### src/rtl/ram_stream_reader.sv
// Streams a (base, length) window of a 1-cycle-latency RAM onto a valid/ready
// output, with address wrap at DEPTH, a 3-entry skid FIFO and a last-word tag.
module ram_stream_reader #(
  parameter int WIDTH     = 8,
  parameter int DEPTH     = 2048,
  parameter int ADDR_BITS = 11
) (
  input  logic                 clk,
  input  logic                 rst,
  input  logic                 cmd_valid,
  output logic                 cmd_ready,
  input  logic [ADDR_BITS-1:0] cmd_base,
  input  logic [ADDR_BITS:0]   cmd_len,
  output logic                 rd_en,
  output logic [ADDR_BITS-1:0] rd_addr,
  input  logic [WIDTH-1:0]     rd_data,
  output logic                 out_valid,
  input  logic                 out_ready,
  output logic [WIDTH-1:0]     out_data,
  output logic                 out_last,
  output logic                 busy,
  output logic                 done
);

  localparam logic [ADDR_BITS-1:0] LAST_ADDR = ADDR_BITS'(DEPTH - 1);
  localparam logic [ADDR_BITS:0]   REM_ONE   = (ADDR_BITS+1)'(1);

  // state | meaning
  // IDLE  | waiting for a command
  // RUN   | issuing reads while FIFO + in-flight credit allows
  // DRAIN | all reads issued, waiting for the FIFO to empty
  typedef enum logic [1:0] {IDLE, RUN, DRAIN} state_t;

  state_t               state, state_next;
  logic                 armed;
  logic [ADDR_BITS-1:0] addr_cnt;
  logic [ADDR_BITS:0]   remaining;
  logic                 inflight, inflight_last;
  logic [WIDTH-1:0]     fifo_data [3];
  logic [2:0]           fifo_last;
  logic [1:0]           wr_ptr, rd_ptr, fifo_count;
  logic                 accept, issue, push, pop, drained;

  function automatic logic [1:0] ptr_inc(input logic [1:0] p);
    return (p == 2'd2) ? 2'd0 : p + 2'd1;
  endfunction

  // Credit uses only registered counts, so out_ready never reaches rd_en.
  assign issue     = (state == RUN) && (({1'b0, fifo_count} + {2'b00, inflight}) < 3'd3);
  assign cmd_ready = (state == IDLE) && armed;
  assign accept    = cmd_valid && cmd_ready;
  assign push      = inflight;
  assign pop       = out_valid && out_ready;
  assign drained   = (fifo_count == 2'd0) && !inflight;

  assign rd_en     = issue;
  assign rd_addr   = addr_cnt;
  assign out_valid = (fifo_count != 2'd0);
  assign out_data  = out_valid ? fifo_data[rd_ptr] : '0;
  assign out_last  = out_valid && fifo_last[rd_ptr];
  assign busy      = (state != IDLE);

  always_comb begin
    state_next = state;
    done       = 1'b0;
    case (state)
      IDLE: begin
        if (accept) state_next = (cmd_len == '0) ? DRAIN : RUN;
      end
      RUN: begin
        if (issue && remaining == REM_ONE) state_next = DRAIN;
      end
      DRAIN: begin
        if (drained) begin
          done       = 1'b1;
          state_next = IDLE;
        end
      end
      default: state_next = IDLE;
    endcase
  end

  always_ff @(posedge clk) begin
    if (!rst) begin
      state         <= IDLE;
      armed         <= 1'b0;
      addr_cnt      <= '0;
      remaining     <= '0;
      inflight      <= 1'b0;
      inflight_last <= 1'b0;
      fifo_last     <= '0;
      wr_ptr        <= '0;
      rd_ptr        <= '0;
      fifo_count    <= '0;
    end else begin
      state         <= state_next;
      armed         <= 1'b1;
      inflight      <= issue;
      inflight_last <= issue && (remaining == REM_ONE);
      if (accept) begin
        addr_cnt  <= cmd_base;
        remaining <= cmd_len;
      end else if (issue) begin
        addr_cnt  <= (addr_cnt == LAST_ADDR) ? '0 : addr_cnt + 1'b1;
        remaining <= remaining - REM_ONE;
      end
      if (push) begin
        fifo_last[wr_ptr] <= inflight_last;
        wr_ptr            <= ptr_inc(wr_ptr);
      end
      if (pop) rd_ptr <= ptr_inc(rd_ptr);
      if (push && !pop)      fifo_count <= fifo_count + 2'd1;
      else if (!push && pop) fifo_count <= fifo_count - 2'd1;
    end
  end

  // Payload needs no reset: out_data is masked whenever the FIFO is empty.
  always_ff @(posedge clk) begin
    if (push) fifo_data[wr_ptr] <= rd_data;
  end

endmodule

### config.mk
export PLATFORM = sky130hd
export DESIGN_NAME = ram_stream_reader
export DESIGN_NICKNAME = d
export VERILOG_FILES = /design/src/rtl/ram_stream_reader.sv
export SDC_FILE = /design/constraint.sdc
export NUM_CORES = 1
export LEC_CHECK = 0
export ABC_AREA = 0
export CAP_MARGIN = 20
export CORE_UTILIZATION = 70
export CTS_BUF_LIST = sky130_fd_sc_hd__clkbuf_2 sky130_fd_sc_hd__clkbuf_4 sky130_fd_sc_hd__clkbuf_8
export DETAILED_ROUTE_END_ITERATION = 12
export DONT_BUFFER_PORTS = 1
export GPL_ROUTABILITY_DRIVEN = 0
export PLACE_DENSITY = 0.86
export SLEW_MARGIN = 15
export SYNTH_ARGS = -nofsm -noshare
export SYNTH_HDL_FRONTEND = slang
export SYNTH_SLANG_ARGS = --single-unit
### constraint.sdc
create_clock -name clk -period 4.2 [get_ports clk]
set_input_delay 0.63 -clock clk [delete_from_list [all_inputs] [get_ports clk]]
set_output_delay 0.63 -clock clk [all_outputs]
set_load 0.01 [all_outputs]
==> results.md, run 1 <==
| Group | Parameter | This run |
| --- | --- | --- |
| sta | Number of max-slew violations in the final report | 0 |
| grt | Global-route wire length before repair | 10.57 mm |
| cts | Post-CTS Hold Buffers | 0 |
| setup path | Reg2reg setup slack | 1.69 ns |
| cells and area | Inserted Diodes | 0 |
| setup path | Slowest cell on the critical path | sky130_fd_sc_hd__dfxtp_1 |
| cells and area | Area used by multi-input combinational logic | 0.001331 mm2 |
| worst hold path | Worst hold endpoint | armed |
| detailed routing | Routed met1 length | 2.638 mm |
| placed design | HPWL after detailed placement | 4.636 mm |
| grt | Maximum number of pins on one net before global-route repair | 31 |
| cts | Clock root buffer | sky130_fd_sc_hd__clkbuf_8 |
| grt | Number of antenna violations at the first check in global routing | 0 |
| detailed routing | Violation count after the first detailed-route iteration | 164 |
| cts | Depth of the CTS H-tree | 3 |
| synthesis | Summed instance area of the synthesized netlist | 0.002952 mm2 |
| synthesis | Mean Syn Cell Area | 9.773 um2 |
| placed design | Worst slack after detailed placement | 1.651 ns |
| detailed routing | Detail-routed net length per standard cell | 18.55 um |
| power and ir drop | Psw | 478.4 uW |
| detailed routing | Total via count in the routed design | 2363 |
| cells and area | Synth-to-Final Area Change | 6.528% |
| detailed routing | Post-detailed-routing wire length | 6.603 mm |
| sta | Smallest setup slack after layout | 1.225 ns |
| power and ir drop | Clock Power Share | 0.332 |
| cts | TritonCTS clock tree | done |
| synthesis | Share of Yosys cell area claimed by the top area cell type | 0.2645 |
| cells and area | Fill cell count | 277 |
| sta | Setup-failing EPs final | 0 |
| cts | Worst skew pair latency | 0.34 ns |
| floorplan | Total die area | 0.004480 mm2 |
| setup path | Endpoint required time on the critical path | 3.57 ns |
| sta | Transition time at the pin with the least slew margin | 0.9352 ns |
| floorplan | Die height | 66.94 um |
| cells and area | Seq. cell area | 0.001501 mm2 |
| detailed routing | Detailed route wirelength on metal3 | 435 um |
| power and ir drop | Power consumption | 1562 uW |
| detailed routing | Total met2 wirelength after detailed routing | 3.402 mm |
| detailed routing | Drt first pass iters | 7 |
| worst hold path | Launch point of the worst hold path | rst |
| cells and area | Fin cells | 356 |
| setup path | Startpoint of the lowest-slack register-to-register path | fifo_count[0] |
| detailed routing | Post-DR vias/cell | 6.638 |
| setup path | Cell mode on critical path | sky130_fd_sc_hd__ha_1 |
| setup path | Startpoint type of the worst setup path | flip-flop |
| sta | Tcrit/Tclk final | 0.7082 |
| setup path | Element type at the critical path end | output pin |
| cells and area | Final net count | 342 |
| job | Max-cap violations | 0 |
| cts | # Post-CTS Setup Buffers | 0 |
| grt | Overall track demand over capacity in global routing | 0.3246 |
| power and ir drop | Share of total power in sequential cells | 0.477 |
| setup path | Worst reg2reg endpoint | remaining[5] |
| synthesis | Warnings, synthesis | 0 |
| synthesis | Share of synthesized area occupied by flip-flops and latches | 0.5087 |
| synthesis | Post-Synthesis Cells | 302 |
| power and ir drop | Proportion of total power due to net switching | 0.3062 |
| synthesis | Post-synth cell types | 46 |
| power and ir drop | Reported leakage power | 0.001098 uW |
| setup path | Data arrival time of the critical path | 2.34 ns |
| synthesis | Synthesized netlist net count | 343 |
| cts | Post-CTS sizing | 0 |
| floorplan | Width of the chip | 66.94 um |
| setup path | Worst Path Max Fanout | 11 |
| detailed routing | Highest signal layer in the routed design | met4 |
| cts | Clock Tree Buf Depth | 2 |
| sta | Worst relative slew slack | 0.3759 |
| synthesis | Top_reg_cell synth | sky130_fd_sc_hd__dfxtp_1 |
| grt | Vias in the first global route | 2260 |
| floorplan | Number of rows created at floorplan | 23 |
| detailed routing | Post-route DRC | 0 |
| sta | Worst hold margin | 0.3189 ns |
| detailed routing | Post-DRT Antenna Nets | 0 |
| floorplan | Ports placed on the boundary | 60 |
| worst hold path | Min-Delay Path Depth | 0 |
| sta | Largest clock skew in the final design | 0.008779 ns |
| cells and area | Fraction of layout cells with a size suffix above 1 | 0.09477 |
| floorplan | Core area | 0.004029 mm2 |
| power and ir drop | Internal power | 1084 uW |
| setup path | Ordered list of cells on the worst path | ha_1 > ha_1 > a211oi_2 > nand2_1 > inv_1 |
| synthesis | Most numerous cell in the Yosys netlist | sky130_fd_sc_hd__dfxtp_1 |
| placed design | Number of port buffers | 0 |
| synthesis | Biggest area consumer among synthesized cells | sky130_fd_sc_hd__dfxtp_1 |
| setup path | Delay of the slowest cell on the worst path | 0.46 ns |
| synthesis | Seq cells post-synth | 63 |
| worst hold path | HP Class | input pin to flip-flop |
| cts | Clock-pin transition on the worst setup and hold timing paths | 0.07 ns |
| synthesis | Post-synth top cells | 39 x sky130_fd_sc_hd__dfxtp_1, 29 x sky130_fd_sc_hd__nand2_1, 29 x sky130_fd_sc_hd__nor2_1 |
| setup path | Crit Path Category | flip-flop to output pin |
| power and ir drop | Largest voltage drop on the vdd net | 0.2868 mV |
| power and ir drop | PD cells | 496.8 mW/mm2 |
| synthesis | Share of flip-flops with an asynchronous set or reset | 0 |
| synthesis | Area contributors post-synth | sky130_fd_sc_hd__dfxtp_1 26%, sky130_fd_sc_hd__edfxtp_1 24%, sky130_fd_sc_hd__a21oi_1 4.7%, sky130_fd_sc_hd__mux2i_1 3.7%, sky130_fd_sc_hd__nand2_1 3.7% |
| sta | Unrepaired setup endpoints after global routing | no |
| sta | Number of hold violations in the final report | 0 |
| floorplan | Initial Util | 0.7326 |
| run status | Status | completed |
| sta | F_max | 336.2 MHz |
| cts | Inserted Clock Buffers | 9 |
| sta | Fin Setup TNS | 0 ns |
| grt | Gr ovfl total | 0 |
| sta | Time the worst path needs with I/O delays and setup | 2.975 ns |
| setup path | Worst reg2reg path depth | 6 |
| cts | Number of sinks handled by clock tree synthesis | 63 |
| power and ir drop | Power share of the combinational group | 0.191 |
| placed design | Placed cell count | 340 |
| synthesis | Number of enable flip-flop cells after synthesis | 24 |
-- routing by layer --
layer	track usage	vias up
met1	0.3694	1135
met5	0	-
met3	0.1027	14
li1	-	1121
met4	0.1782	0
met2	0.5354	93
-- state kept, by name (all words and copies together), names as in the netlist, named ones only --
| register | count |
|---|---|
| fifo_data | 24 |
| remaining | 12 |
| rd_addr | 11 |
| fifo_last | 3 |
| fifo_count | 2 |
| rd_ptr | 2 |
| state | 2 |
| wr_ptr | 2 |
| armed | 1 |
| inflight | 1 |
| inflight_last | 1 |
-- how the worst max path moves through the flow --
stage,startpoint,endpoint,slack [ns]
after global placement,inflight,rd_en,1.74
after global routing,fifo_count[0],rd_en,1.07
after CTS,fifo_count[0],rd_en,1.26
final,fifo_count[0],rd_en,1.23
after detailed placement,fifo_count[0],rd_en,1.65
after floorplan,inflight,rd_en,1.91
-- through the flow --
| stage | util | cell area (um2) |
|---|---|---|
| 6_report | 0.7804 | 3144 |
| 5_1_grt | 0.7804 | 3144 |
| 4_1_cts | 0.7804 | 3144 |
| 3_5_place_dp | 0.7326 | 2952 |
| 3_3_place_gp | 0.7326 | 2952 |
| 2_1_floorplan | - | 2952 |
-- cell families after synthesis --
| group | after synthesis | synth area share |
|---|---|---|
| simple gates | 107 | 0.1823 |
| compound gates | 86 | 0.1891 |
| flops | 63 | 0.5087 |
| buf+inv | 25 | 0.04536 |
| mux | 11 | 0.03731 |
| fa+ha+maj | 6 | 0.02543 |
| xor+xnor | 4 | 0.01187 |
-- final cells by class --
cell class,count,share of cell area
clock buffer,12,0.04656
tap,50,0.01990
clock inverter,4,0.01472
multi-input combinational,214,0.4234
sequential,63,0.4775
inverter,11,0.01313
timing repair buffer,2,0.004775
-- cells in the final DEF, fill, tap and decap left out, drive strengths merged, types with 3 or more instances in the layout --
cell type  count
nand3          5
a21oi         28
or3           12
mux2i         11
a211oi         4
nor3           9
nand4          5
a2bb2oi        6
dfxtp         39
a31oi          6
xor2           3
inv           11
edfxtp        24
or2            3
nor4           4
o21ai         17
nand2         29
clkbuf        12
o21a           5
ha             6
o211ai         6
nor2          29
-- power by group through the flow --
stage	clock, uW	sequential (uW)	combinational [uW]
floorplan	0	721	269
global placement	0	751	283
detailed placement	0	756	297
CTS	522	743	299
global route	544	753	340
finish	519	744	299
-- worst max-delay path, delay by kind of cell, from the launching register on --
kind / cells / cell delay [ns]
flops: 1 / 0.46
fa+ha+maj: 2 / 0.45
compound gates: 1 / 0.44
simple gates: 1 / 0.33
buf+inv: 1 / 0.33
Note: power is estimated with default switching activity, not from simulation.
==> run 2: changes to the inputs <==
--- a/config.mk
+++ b/config.mk
@@ -7,12 +7,12 @@
 export LEC_CHECK = 0
 export ABC_AREA = 0
 export CAP_MARGIN = 20
-export CORE_UTILIZATION = 70
+export CORE_UTILIZATION = 65
 export CTS_BUF_LIST = sky130_fd_sc_hd__clkbuf_2 sky130_fd_sc_hd__clkbuf_4 sky130_fd_sc_hd__clkbuf_8
 export DETAILED_ROUTE_END_ITERATION = 12
 export DONT_BUFFER_PORTS = 1
 export GPL_ROUTABILITY_DRIVEN = 0
-export PLACE_DENSITY = 0.86
+export PLACE_DENSITY = 0.81
 export SLEW_MARGIN = 15
 export SYNTH_ARGS = -nofsm -noshare
 export SYNTH_HDL_FRONTEND = slang
==> constraint.sdc (replaced) <==
create_clock -name clk -period 2.89 [get_ports clk]
set_input_delay 0.4335 -clock clk [delete_from_list [all_inputs] [get_ports clk]]
set_output_delay 0.4335 -clock clk [all_outputs]
set_load 0.01 [all_outputs]
==> results.md, run 2 (synthesized netlist as in run 1, its figures left out) <==
| Group | Parameter | This run |
| --- | --- | --- |
| run status | Status | completed |
| setup path | Ordered list of cells on the worst path | ha_1 > ha_1 > a211oi_2 > nand2_1 > inv_1 |
| grt | Overall track demand over capacity in global routing | 0.2743 |
| power and ir drop | Clock Power Share | 0.332 |
| setup path | Critical path startpoint | inflight |
| detailed routing | Total via count in the routed design | 2242 |
| floorplan | Core area | 0.004354 mm2 |
| cts | Worst skew pair latency | 0.34 ns |
| setup path | Endpoint required time on the critical path | 2.46 ns |
| setup path | Reg2reg setup slack | 0.48 ns |
| cells and area | Synth-to-Final Area Change | 7.291% |
| setup path | Worst Path Max Fanout | 11 |
| floorplan | Number of rows created at floorplan | 24 |
| placed design | Number of port buffers | 0 |
| sta | Transition time at the pin with the least slew margin | 0.8153 ns |
| sta | Number of max-slew violations in the final report | 0 |
| cts | Clock root buffer | sky130_fd_sc_hd__clkbuf_8 |
| sta | Tcrit/Tclk final | 0.9288 |
| setup path | Cell mode on critical path | sky130_fd_sc_hd__ha_1 |
| cells and area | Fraction of layout cells with a size suffix above 1 | 0.1039 |
| cts | Number of sinks handled by clock tree synthesis | 63 |
| grt | Maximum number of pins on one net before global-route repair | 19 |
| floorplan | Initial Util | 0.6779 |
| sta | Time the worst path needs with I/O delays and setup | 2.684 ns |
| setup path | Data arrival time of the critical path | 2.25 ns |
| detailed routing | Detail-routed net length per standard cell | 16.86 um |
| grt | Vias in the first global route | 2197 |
| setup path | Crit Path Category | flip-flop to output pin |
| power and ir drop | PD cells | 716.9 mW/mm2 |
| sta | Largest clock skew in the final design | 0.009485 ns |
| worst hold path | Min-Delay Path Depth | 0 |
| floorplan | Total die area | 0.004814 mm2 |
| cts | Post-CTS Hold Buffers | 0 |
| power and ir drop | Share of total power in sequential cells | 0.475 |
| cts | Inserted Clock Buffers | 9 |
| cts | Post-CTS sizing | 0 |
| power and ir drop | Power share of the combinational group | 0.193 |
| setup path | Startpoint of the lowest-slack register-to-register path | inflight |
| cells and area | Flip-flop count of the largest register, all copies and words added | 24 |
| sta | Unrepaired setup endpoints after global routing | no |
| placed design | HPWL after detailed placement | 4.348 mm |
| grt | Number of antenna violations at the first check in global routing | 0 |
| floorplan | Die height | 69.39 um |
| cells and area | Most used cells in the layout excluding fill and tap cells | 39 x sky130_fd_sc_hd__dfxtp_1, 29 x sky130_fd_sc_hd__nand2_1, 29 x sky130_fd_sc_hd__nor2_1 |
| worst hold path | HP Class | input pin to flip-flop |
| setup path | Slowest cell on the critical path | sky130_fd_sc_hd__a211oi_2 |
| cts | Clock Tree Buf Depth | 2 |
| power and ir drop | Proportion of total power due to net switching | 0.2943 |
| detailed routing | Post-DRT Antenna Nets | 0 |
| job | Max-cap violations | 0 |
| sta | Number of hold violations in the final report | 0 |
| placed design | Placed cell count | 344 |
| placed design | Placement-stage cell area | 0.002969 mm2 |
| cts | Depth of the CTS H-tree | 3 |
| setup path | Delay of the slowest cell on the worst path | 0.39 ns |
| detailed routing | Post-route DRC | 0 |
| detailed routing | Post-DR vias/cell | 6.228 |
| cells and area | Leading cell type in the layout, fill and taps excluded | sky130_fd_sc_hd__dfxtp_1 |
| setup path | Startpoint type of the worst setup path | flip-flop |
| cells and area | Final net count | 344 |
| detailed routing | Violation count after the first detailed-route iteration | 116 |
| sta | Fin Setup TNS | 0 ns |
| power and ir drop | Reported leakage power | 0.001114 uW |
| detailed routing | Post-detailed-routing wire length | 6.070 mm |
| worst hold path | Launch point of the worst hold path | rst |
| sta | F_max | 372.5 MHz |
| worst hold path | Worst hold endpoint | armed |
| floorplan | Width of the chip | 69.39 um |
| setup path | Worst reg2reg endpoint | remaining[5] |
| cts | TritonCTS clock tree | done |
| setup path | Element type at the critical path end | output pin |
| cells and area | Utilization of the core after routing | 0.7273 |
| cells and area | Inserted Diodes | 0 |
| cts | Clock-pin transition on the worst setup and hold timing paths | 0.06 ns |
| sta | Setup-failing EPs final | 0 |
| grt | Gr ovfl total | 0 |
| grt | Global-route wire length before repair | 10.18 mm |
| sta | Worst hold margin | 0.1178 ns |
| cells and area | Register with the most flip-flops | fifo_data |
| power and ir drop | Internal power | 1602 uW |
| detailed routing | Drt first pass iters | 4 |
| floorplan | Ports placed on the boundary | 60 |
| cts | # Post-CTS Setup Buffers | 0 |
| cells and area | Fin cells | 360 |
| power and ir drop | Largest voltage drop on the vdd net | 0.4375 mV |
| power and ir drop | Psw | 668.1 uW |
| cells and area | Post-layout instance area | 0.003167 mm2 |
| setup path | Worst reg2reg path depth | 6 |
| sta | Worst relative slew slack | 0.4534 |
run 2: power groups by stage:
| stage | registers (uW) | clock network [uW] | logic [uW] |
|---|---|---|---|
| after detailed placement | 1100 | 0 | 438 |
| after floorplan | 1050 | 0 | 392 |
| final | 1080 | 754 | 438 |
| after global routing | 1090 | 812 | 494 |
| after global placement | 1090 | 0 | 430 |
| after CTS | 1080 | 768 | 440 |
run 2: per-layer routing:
layer / up-vias / track usage / routed length, um
li1: 1119 / - / -
met1: 1046 / 0.3317 / 2665
met2: 62 / 0.4358 / 2921
met3: 15 / 0.09593 / 370
met4: 0 / 0.1338 / 112
met5: - / 0 / 0
run 2: layout make-up:
type | count | area (um2)
clock buffers | 13 | 153.9
well taps | 52 | 65.06
multi-input cells | 214 | 1331
fillers | 337 | 1187
repair buffers | 4 | 30.03
inverters | 11 | 41.29
clock inverters | 3 | 43.79
flip-flops and latches | 63 | 1501
run 2: worst max-delay path: cells and delay by family, from the launching register on:
kind | cells | cell delay, ns
buf+inv | 1 | 0.32
fa+ha+maj | 2 | 0.52
compound gates | 1 | 0.39
simple gates | 1 | 0.31
flops | 1 | 0.37
run 2: worst max path at each step:
stage               slack, ns           end  cells after the start
floorplan                0.73  remaining[9]                      6
global placement         0.57  remaining[8]                      6
detailed placement       0.51  remaining[9]                      6
CTS                      0.20         rd_en                      5
global route             0.04         rd_en                      5
finish                   0.21         rd_en                      5
run 2: through the flow:
| step | setup slack, ns | power, uW |
|---|---|---|
| 2_1_floorplan | 0.7309 | 1440 |
| 3_3_place_gp | 0.5652 | 1523 |
| 3_5_place_dp | 0.5065 | 1535 |
| 4_1_cts | 0.2009 | 2287 |
| 5_1_grt | 0.04491 | 2397 |
| 6_report | 0.2056 | 2270 |
